$ cat src/rtl/btn_cmd_gen.sv
// rtl/btn_cmd_gen.sv - debounced button to counter-command pulse generator
//
// Purpose: synchronizes and debounces four push buttons and two mode switches,
//   turns each debounced button press into a single one-cycle command pulse
//   with same-cycle priority reset > set > up/down (up together with down
//   cancels both), and forwards the debounced mode switches as rlr.
//
// Ports:
//   clk       in   system clock, rising edge
//   reset_n   in   asynchronous active-low reset
//   btn_up    in   raw up button (active-high, bouncing)
//   btn_down  in   raw down button
//   btn_set   in   raw set button
//   btn_clr   in   raw clear button
//   mode_sw   in   [1:0] raw mode switches
//   up        out  one-cycle count-up command
//   down      out  one-cycle count-down command
//   set       out  one-cycle preset command
//   reset     out  one-cycle synchronous-clear command
//   rlr       out  [1:0] debounced, registered mode select
//
// Configuration macro: BTN_AUTOREPEAT_EN
//   defined   : held up/down buttons repeat after REP_DELAY, then every REP_PERIOD
//   undefined : no repeat timers, one pulse per press
module btn_cmd_gen #(
   parameter int DB_CYCLES  = 16,
   parameter int REP_DELAY  = 64,
   parameter int REP_PERIOD = 16
) (
   input  logic       clk,
   input  logic       reset_n,
   input  logic       btn_up,
   input  logic       btn_down,
   input  logic       btn_set,
   input  logic       btn_clr,
   input  logic [1:0] mode_sw,
   output logic       up,
   output logic       down,
   output logic       set,
   output logic       reset,
   output logic [1:0] rlr
);

   localparam int CW = $clog2(DB_CYCLES + 1);

   typedef enum logic {RELEASED = 1'b0, HELD = 1'b1} state_t;

   // Bit order: 0 up, 1 down, 2 set, 3 clr, 5:4 mode_sw
   logic [5:0]    raw;
   logic [5:0]    sync1_q, sync2_q;
   logic [5:0]    stable_q, stable_d;
   logic [CW-1:0] cnt_q [6];
   logic [CW-1:0] cnt_d [6];
   state_t        st_q [4];
   state_t        st_d [4];
   logic [3:0]    rise;
   logic [1:0]    rep;
   logic          up_q, down_q, set_q, reset_q;
   logic          up_d, down_d, set_d, reset_d;
   logic          up_c, down_c;
   logic [1:0]    rlr_q, rlr_d;

   assign raw = {mode_sw, btn_clr, btn_set, btn_down, btn_up};

   // Debounce: the counter only advances while the synchronized value
   // disagrees with the stable bit; any agreeing sample restarts it. It
   // stops at DB_CYCLES, so it can never wrap.
   always_comb begin
      stable_d = stable_q;
      for (int i = 0; i < 6; i++) begin
         cnt_d[i] = '0;
         if (sync2_q[i] != stable_q[i]) begin
            if (cnt_q[i] == CW'(DB_CYCLES)) begin
               stable_d[i] = sync2_q[i];
            end else begin
               cnt_d[i] = cnt_q[i] + 1'b1;
            end
         end
      end
   end

   // Button FSMs: a press is recognised on the RELEASED -> HELD transition
   always_comb begin
      for (int b = 0; b < 4; b++) begin
         st_d[b] = st_q[b];
         rise[b] = 1'b0;
         case (st_q[b])
            RELEASED: if (stable_q[b]) begin
               st_d[b] = HELD;
               rise[b] = 1'b1;
            end
            HELD: if (!stable_q[b]) begin
               st_d[b] = RELEASED;
            end
            default: st_d[b] = RELEASED;
         endcase
      end
   end

`ifdef BTN_AUTOREPEAT_EN
   localparam int RMAX = (REP_DELAY > REP_PERIOD) ? REP_DELAY : REP_PERIOD;
   localparam int RW   = $clog2(RMAX + 1);

   logic [RW-1:0] tmr_q [2];
   logic [RW-1:0] tmr_d [2];

   // Down-counting repeat timer per up/down button, armed by the press and
   // reloaded with the period each time it fires while still held.
   always_comb begin
      for (int i = 0; i < 2; i++) begin
         tmr_d[i] = tmr_q[i];
         rep[i]   = 1'b0;
         if (rise[i]) begin
            tmr_d[i] = RW'(REP_DELAY);
         end else if (st_q[i] == HELD && stable_q[i]) begin
            if (tmr_q[i] == RW'(1)) begin
               rep[i]   = 1'b1;
               tmr_d[i] = RW'(REP_PERIOD);
            end else begin
               tmr_d[i] = tmr_q[i] - 1'b1;
            end
         end
      end
   end

   always_ff @(posedge clk or negedge reset_n) begin
      if (!reset_n) begin
         tmr_q[0] <= '0;
         tmr_q[1] <= '0;
      end else begin
         tmr_q[0] <= tmr_d[0];
         tmr_q[1] <= tmr_d[1];
      end
   end
`else
   // No repeat timers: repeat requests are constant zero whatever the settings
   assign rep = (REP_DELAY > 0 && REP_PERIOD > 0) ? 2'b00 : 2'b00;
`endif

   // Priority: reset beats set beats up/down; simultaneous up and down
   // cancel each other. Losing requests are dropped, never queued.
   always_comb begin
      up_c    = rise[0] | rep[0];
      down_c  = rise[1] | rep[1];
      reset_d = rise[3];
      set_d   = rise[2] & ~rise[3];
      up_d    = up_c & ~down_c & ~rise[2] & ~rise[3];
      down_d  = down_c & ~up_c & ~rise[2] & ~rise[3];
      rlr_d   = stable_q[5:4];
   end

   always_ff @(posedge clk or negedge reset_n) begin
      if (!reset_n) begin
         sync1_q  <= '0;
         sync2_q  <= '0;
         stable_q <= '0;
         for (int i = 0; i < 6; i++) cnt_q[i] <= '0;
         for (int b = 0; b < 4; b++) st_q[b] <= RELEASED;
         up_q     <= 1'b0;
         down_q   <= 1'b0;
         set_q    <= 1'b0;
         reset_q  <= 1'b0;
         rlr_q    <= 2'b00;
      end else begin
         sync1_q  <= raw;
         sync2_q  <= sync1_q;
         stable_q <= stable_d;
         for (int i = 0; i < 6; i++) cnt_q[i] <= cnt_d[i];
         for (int b = 0; b < 4; b++) st_q[b] <= st_d[b];
         up_q     <= up_d;
         down_q   <= down_d;
         set_q    <= set_d;
         reset_q  <= reset_d;
         rlr_q    <= rlr_d;
      end
   end

   assign up    = up_q;
   assign down  = down_q;
   assign set   = set_q;
   assign reset = reset_q;
   assign rlr   = rlr_q;

endmodule

$ cat config.mk
export PLATFORM = sky130hd
export DESIGN_NAME = btn_cmd_gen
export DESIGN_NICKNAME = d
export VERILOG_FILES = /design/src/rtl/btn_cmd_gen.sv
export SDC_FILE = /design/constraint.sdc
export NUM_CORES = 1
export LEC_CHECK = 0
export BUFFER_PORTS_ARGS = -buffer_cell sky130_fd_sc_hd__buf_4
export CAP_MARGIN = 0
export CORE_ASPECT_RATIO = 0.7
export CORE_MARGIN = 10
export CORE_UTILIZATION = 59
export DETAILED_ROUTE_END_ITERATION = 8
export PLACE_DENSITY = 0.78
export SLEW_MARGIN = 30
export SYNTH_ARGS = -nofsm -noshare
export SYNTH_HDL_FRONTEND = slang
export SYNTH_SLANG_ARGS = --single-unit
$ cat constraint.sdc
create_clock -name clk -period 1.9 [get_ports clk]
set_clock_uncertainty 0.15 [all_clocks]
set_input_delay 0.285 -clock clk [delete_from_list [all_inputs] [get_ports clk]]
set_output_delay 0.285 -clock clk [all_outputs]
set_load 0.1 [all_outputs]
==> flow_summary.ini, run 1 <==
[finish]
area_growth_pct = 20.1
diodes = 0
fin_util_pct = 72.6
drive_above_1_share_pct = 19.2
n_fill_cell = 256
multi_input_area_sq_um = 842
seq_area_sq_um = 1450
stdcell_count = 266
final_nets = 229

[clock_network]
clk_pin_slew_ps = 60
clock_latency_ps = 330
cts_inserted_buffers = 9
cts.path.max_buffers = 2
cts_tree = built
cts_num_sinks = 58
cts_root_buf = clkbuf_8
cts_setup_buffers = 0
h-tree-depth = 3

[global_route]
antenna_found_initial = 0
grt.overflow.total = 0
track_usage_pct = 11.4
grt_pass1_vias = 1385
grt_max_degree = 59
grt_pass1_wl_um = 6050

[placed_design]
io_buffer_count = 13
place_congestion = 0.682
dp.cells = 243
place_hpwl_um = 2360

[synth]
ys_ff_latch = 58
synth_nets = 198
yosysSeqAreaShare_pct = 62.0
synth.most_common_cell = dfrtp_1
synthTopCellsByArea = dfrtp_1, ha_1, xor2_1, nor2_1, nand4bb_4
netlist_area_sq_um = 2340
avgSynthCellArea_sq_um = 13.2
async_flop_share_pct = 100
yosysTopAreaCellShare_pct = 62.0
yosys_warnings = 0
synthFlopType = dfrtp_1
netlist_top_cells_count = dfrtp_1, nor2_1, xor2_1
synth_enable_flop_cells = 0
yosysTopAreaCell = dfrtp_1
synth.distinct_cells = 20
syn_inst = 178

[power]
power_leakage_nw = 1.37
fin_total_pwr_mw = 2.76
irDropWorstVdd_uv = 742
cellPowerDensity_nw_per_um2 = 982

[worst_setup_path]
setup.worst_path.end = stable_q[4]
worstSetupEndpointType = register
crit_type = register to register
slowest_stage = dfrtp_1
cpLargestDelayFamily = flip-flops
cp.arrival_ps = 1580
crit_required_ps = 1960
timing.rr.start = cnt_q[5]
path_buf_inv = 1
reg2reg_slack_ps = 380
cp.depth = 5
critPathLaunch = cnt_q[5]
slowest_delay_ps = 410
r2r-end = stable_q[4]
crit_fanout = 4
critical_path.cell_chain = inv_1, ha_1, nand2_1, nor3_1, mux2_2
rr_worst_depth = 5
start_kind = register

[sta]
fmax_mhz = 657
setup_viol = 0
final_max_slew_viol_count = 0
fin_crit_ps = 1520
fin_crit_sh_pct = 80.1
max_slew.worst_pin.slew_ps = 695
rsz0062_at_grt = false
finalSetupTns_ps = 0
relSlewSlack_pct = 53.7
finalHoldViolCount = 0

[detailed_routing]
drc = 0
firstDrtPassIters = 4
via_per_inst = 4.92
ant_nets = 0
drt_wl_total_um = 3460
drtIter0Drc = 48
vias = 1308
post_drt_wl_per_cell_um = 13.0

[die]
die_area_sq_um = 6930
start_util_pct = 60.4
die_w_um = 95.3
fp.coreArea_sq_um = 3870
die_h_um = 72.7
io_pins = 14
row_count = 19

[outcome]
status = completed

[min_path]
hp-class = register to register

[job]
cap_violations = 0
[repair_timing]
item,in CTS,in global routing
endpoints found under the hold margin,64,0
hold buffers,7,0
resized for setup,0,0
[cell type report]
type | count | share of cell area, %
flip-flops and latches | 58 | 51.6
clock inverters | 4 | 2.58
well taps | 52 | 2.31
repair buffers | 20 | 5.96
inverters | 13 | 1.73
multi-input cells | 107 | 29.9
clock buffers | 12 | 5.87
[routing by layer]
metal,up-vias,routed length (um),part of all wire [%],track usage (%)
met1,657,1550,45,12.8
met3,2,178,5.1,6.68
met2,18,1720,50,17.7
met4,0,8,0.23,3.81
li1,631,-,-,-
met5,-,0,0,0
[worst reg2reg max path, cell delays in order, from the launching register on]
cell,delay [ps]
dfrtp_1,410
inv_1,70
ha_1,140
nand2_1,70
nor3_1,200
mux2_2,370
[power by group]
group	leakage (nW)	internal, mW	switching, mW
clock network	0.119	0.843	0.462
logic	0.485	0.0655	0.0737
registers	0.767	1.28	0.0393
total	1.37	2.19	0.575
[registers in the layout, indices dropped and copies added (netlist names)]
| name | flops |
|---|---|
| down | 1 |
| set | 1 |
| sync2_q | 6 |
| up | 1 |
| reset | 1 |
| rlr | 2 |
| sync1_q | 6 |
| cnt_q | 30 |
| st_q | 4 |
| stable_q | 6 |
[cells in the final DEF, fill, tap and decap left out]
cell type,instances
dfrtp_1,58
xor2_1,15
nand3_1,12
ha_1,12
o21ai_0,1
nor2b_1,1
nor2b_4,1
o31ai_1,3
clkbuf_8,12
nand2_1,6
nand2b_4,1
mux2_4,3
xnor2_1,9
clkinv_2,1
clkinvlp_4,1
nand2b_1,1
buf_4,13
nand4bb_4,3
and2_1,9
dlygate4sd3_1,7
nor3_1,3
nor2_1,23
mux2_2,3
nor4_2,1
bufinv_16,2
inv_1,13
[worst min path at each step]
stage	slack, ps	from	end	cells past startpoint
after floorplan	-160	reset_n	cnt_q[0]	0
after CTS	200	sync1_q[3]	sync2_q[3]	0
after global placement	180	sync1_q[5]	sync2_q[5]	0
final	200	sync1_q[5]	sync2_q[5]	0
after global routing	210	sync1_q[1]	sync2_q[1]	0
after detailed placement	180	sync1_q[5]	sync2_q[5]	0
[through the flow]
step                cell area (sq um)  worst slack [ps]  hold WS, ps
floorplan                        2340               523         -161
global placement                 2500               496          184
detailed placement               2500               387          185
CTS                              2810               371          201
global route                     2810               258          208
finish                           2810               377          199
[kinds of logic after synthesis]
group	share of synthesized area, %
DFF	62.0
xor gates and xnor gates	8.97
AOI/OAI and AO/OA	1.17
buffers and inverters	2.08
and+or+nand+nor	16.0
muxes	3.37
adders and majority gates	6.41
Power figures use the tool's default switching activity.
==> inputs of run 2 (changes only) <==
--- a/config.mk
+++ b/config.mk
@@ -5,6 +5,7 @@
 export SDC_FILE = /design/constraint.sdc
 export NUM_CORES = 1
 export LEC_CHECK = 0
+export ABC_AREA = 1
 export BUFFER_PORTS_ARGS = -buffer_cell sky130_fd_sc_hd__buf_4
 export CAP_MARGIN = 0
 export CORE_ASPECT_RATIO = 0.7
==> constraint.sdc (replaced) <==
create_clock -name clk -period 1.5 [get_ports clk]
set_clock_uncertainty 0.15 [all_clocks]
set_input_delay 0.225 -clock clk [delete_from_list [all_inputs] [get_ports clk]]
set_output_delay 0.225 -clock clk [all_outputs]
set_load 0.1 [all_outputs]
==> run 2 against run 1 <==
  * Wire length rose by 6.5%
  * Cell count up 26%
  * Largest power group unchanged
  * Core utilization shrank 0.37 points
  * Setup slack got worse by 200 ps
  * Global-route usage up 0.90 points
  * Synthesized cell count up 39%
  * Clock power down 8%
  * Combinational power rose by 40%
  * Power rose by 11%
  * Critical endpoint is now rlr[1]
  * Final area is 0.71% higher
  * Non-clock buffer count up 1
  * Die area rose by 2.2%
==> flow_summary.ini, run 2 <==
[worst_setup_path]
worstSetupEndpointType = output pin
cp.depth = 1
cp.arrival_ps = 950
slowest_delay_ps = 330
crit_required_ps = 1120
crit_fanout = 1
critical_path.cell_chain = buf_4
critPathLaunch = rlr[1]
timing.rr.start = cnt_q[15]
start_kind = register
path_buf_inv = 1
setup.worst_path.end = rlr[1]
slowest_stage = dfrtp_1
cpLargestDelayFamily = flip-flops
reg2reg_slack_ps = 260
crit_type = register to output pin
r2r-end = cnt_q[17]
rr_worst_depth = 5

[finish]
seq_area_sq_um = 1450
mostFrequentLayoutCells = dfrtp_1, inv_1, nand2_1
final_nets = 299
multi_input_area_sq_um = 797
area_growth_pct = 17.5
regMostFlops = cnt_q
final_common_cell = dfrtp_1
drive_above_1_share_pct = 10.9
n_fill_cell = 298
largest_register_ffs = 30
diodes = 0
stdcell_count = 336

[sta]
setup_viol = 0
final_max_slew_viol_count = 0
fin_crit_sh_pct = 88.3
rsz0062_at_grt = false
relSlewSlack_pct = 76.2
fin_ws_ps = 176
finalSetupTns_ps = 0
fmax_mhz = 755
finalHoldViolCount = 0
fin_crit_ps = 1320
max_slew.worst_pin.slew_ps = 353

[detailed_routing]
ant_nets = 0
via_per_inst = 4.83
post_drt_wl_per_cell_um = 11.0
vias = 1623
drt_wl_total_um = 3680
firstDrtPassIters = 4
drtIter0Drc = 34
drc = 0

[clock_network]
clock_latency_ps = 330
cts_num_sinks = 58
clk_pin_slew_ps = 60
cts_setup_buffers = 0
h-tree-depth = 3
cts_inserted_buffers = 9
cts_root_buf = clkbuf_8
cts_tree = built
cts.path.max_buffers = 2

[synth]
synthTopCellsByArea = dfrtp_1, inv_1, ha_1, nand2_1, nor2_1
yosysTopAreaCellShare_pct = 60.2
ys_ff_latch = 58
avgSynthCellArea_sq_um = 9.76
synthFlopType = dfrtp_1
yosysTopAreaCell = dfrtp_1
yosysSeqAreaShare_pct = 60.2
syn_inst = 247
async_flop_share_pct = 100
synth.most_common_cell = dfrtp_1
netlist_area_sq_um = 2410
synth_enable_flop_cells = 0
netlist_top_cells_count = dfrtp_1, inv_1, nand2_1
synth_nets = 267
yosys_warnings = 0
synth.distinct_cells = 16

[global_route]
top_usage_layer = met2
grt_use_met3_pct = 5.80
antenna_found_initial = 0
grt.overflow.total = 0
grt_max_degree = 44
grt_pass1_vias = 1580
met2_usage_pct = 18.1
grt_pass1_wl_um = 6690
grt_use_met1_pct = 14.5
track_usage_pct = 12.3

[placed_design]
pre_cts_ws_ps = 251
dp.cells = 313
place_congestion = 0.763
place_hpwl_um = 2660
io_buffer_count = 13

[outcome]
status = completed

[power]
irDropWorstVdd_uv = 749
cellPowerDensity_nw_per_um2 = 1090
power_leakage_nw = 1.40

[die]
row_count = 19
die_area_sq_um = 7080
io_pins = 14
die_w_um = 96.4
start_util_pct = 61.4
fp.coreArea_sq_um = 3920
die_h_um = 73.5

[job]
cap_violations = 0

[min_path]
hp-class = input port to async pin
## run 2: cell count changes after synthesis, moves of 4 or more
cell / before / now
nand2_1: 6 / 40
nor2_1: 23 / 36
and2_1: 9 / 1
nand4_1: 0 / 12
xor2_1: 15 / 3
nand3_1: 12 / 16
inv_1: 13 / 43
a21oi_1: 0 / 5
o21ai_0: 1 / 7
## run 2: worst min-delay path by stage
stage	start	to	slack, ps	depth (start not counted)
floorplan	reset_n	cnt_q[0]	-220	0
global placement	reset_n	cnt_q[11]	-50	1
detailed placement	reset_n	cnt_q[11]	-50	1
CTS	reset_n	sync2_q[2]	130	2
global route	reset_n	cnt_q[16]	150	2
finish	reset_n	sync2_q[2]	140	2
## run 2: timing repair
item                                    CTS  global route
resized for setup                         0             0
endpoints found under the setup margin    0             0
hold endpoints to repair                 64             0
hold buffers                              7             0
## run 2: power by group
| part | total [mW] | internal [mW] | switching [mW] |
|---|---|---|---|
| Combinational | 0.194 | 0.0891 | 0.104 |
| Clock | 1.20 | 0.627 | 0.575 |
| Sequential | 1.68 | 1.62 | 0.0589 |
## run 2: through the flow
step / total power [mW] / util (%) / instance area [sq um] / hold slack (ps)
after floorplan: 1.81 / - / 2410 / -221
after global routing: 3.23 / 72.2 / 2830 / 145
after global placement: 1.88 / 66.1 / 2590 / -54.0
after detailed placement: 1.89 / 66.1 / 2590 / -51.8
after CTS: 3.14 / 72.2 / 2830 / 126
final: 3.07 / 72.2 / 2830 / 140
## run 2: cell type report
cell class / count / share of cell area (%)
clock buffer: 10 / 4.86
clock inverter: 6 / 1.15
inverter: 43 / 5.70
multi-input combinational: 146 / 28.1
sequential: 58 / 51.2
tap: 52 / 2.30
timing repair buffer: 21 / 6.63
## run 2: kinds of logic after synthesis
group	Yosys count	synth area share (%)
AND/OR/NAND/NOR	107	19.0
flip-flops	58	60.2
buffers and inverters	43	6.70
AO/OA/AOI/OAI	15	3.48
XOR/XNOR	12	4.36
adder cells (fa/ha/maj)	12	6.23
## run 2: layer usage
layer  part of all wire (%)  vias to the layer above
met2                     44                       22
met3                    5.8                       13
li1                       -                      838
met4                    2.3                        0
met1                     48                      750
met5                      0                        -
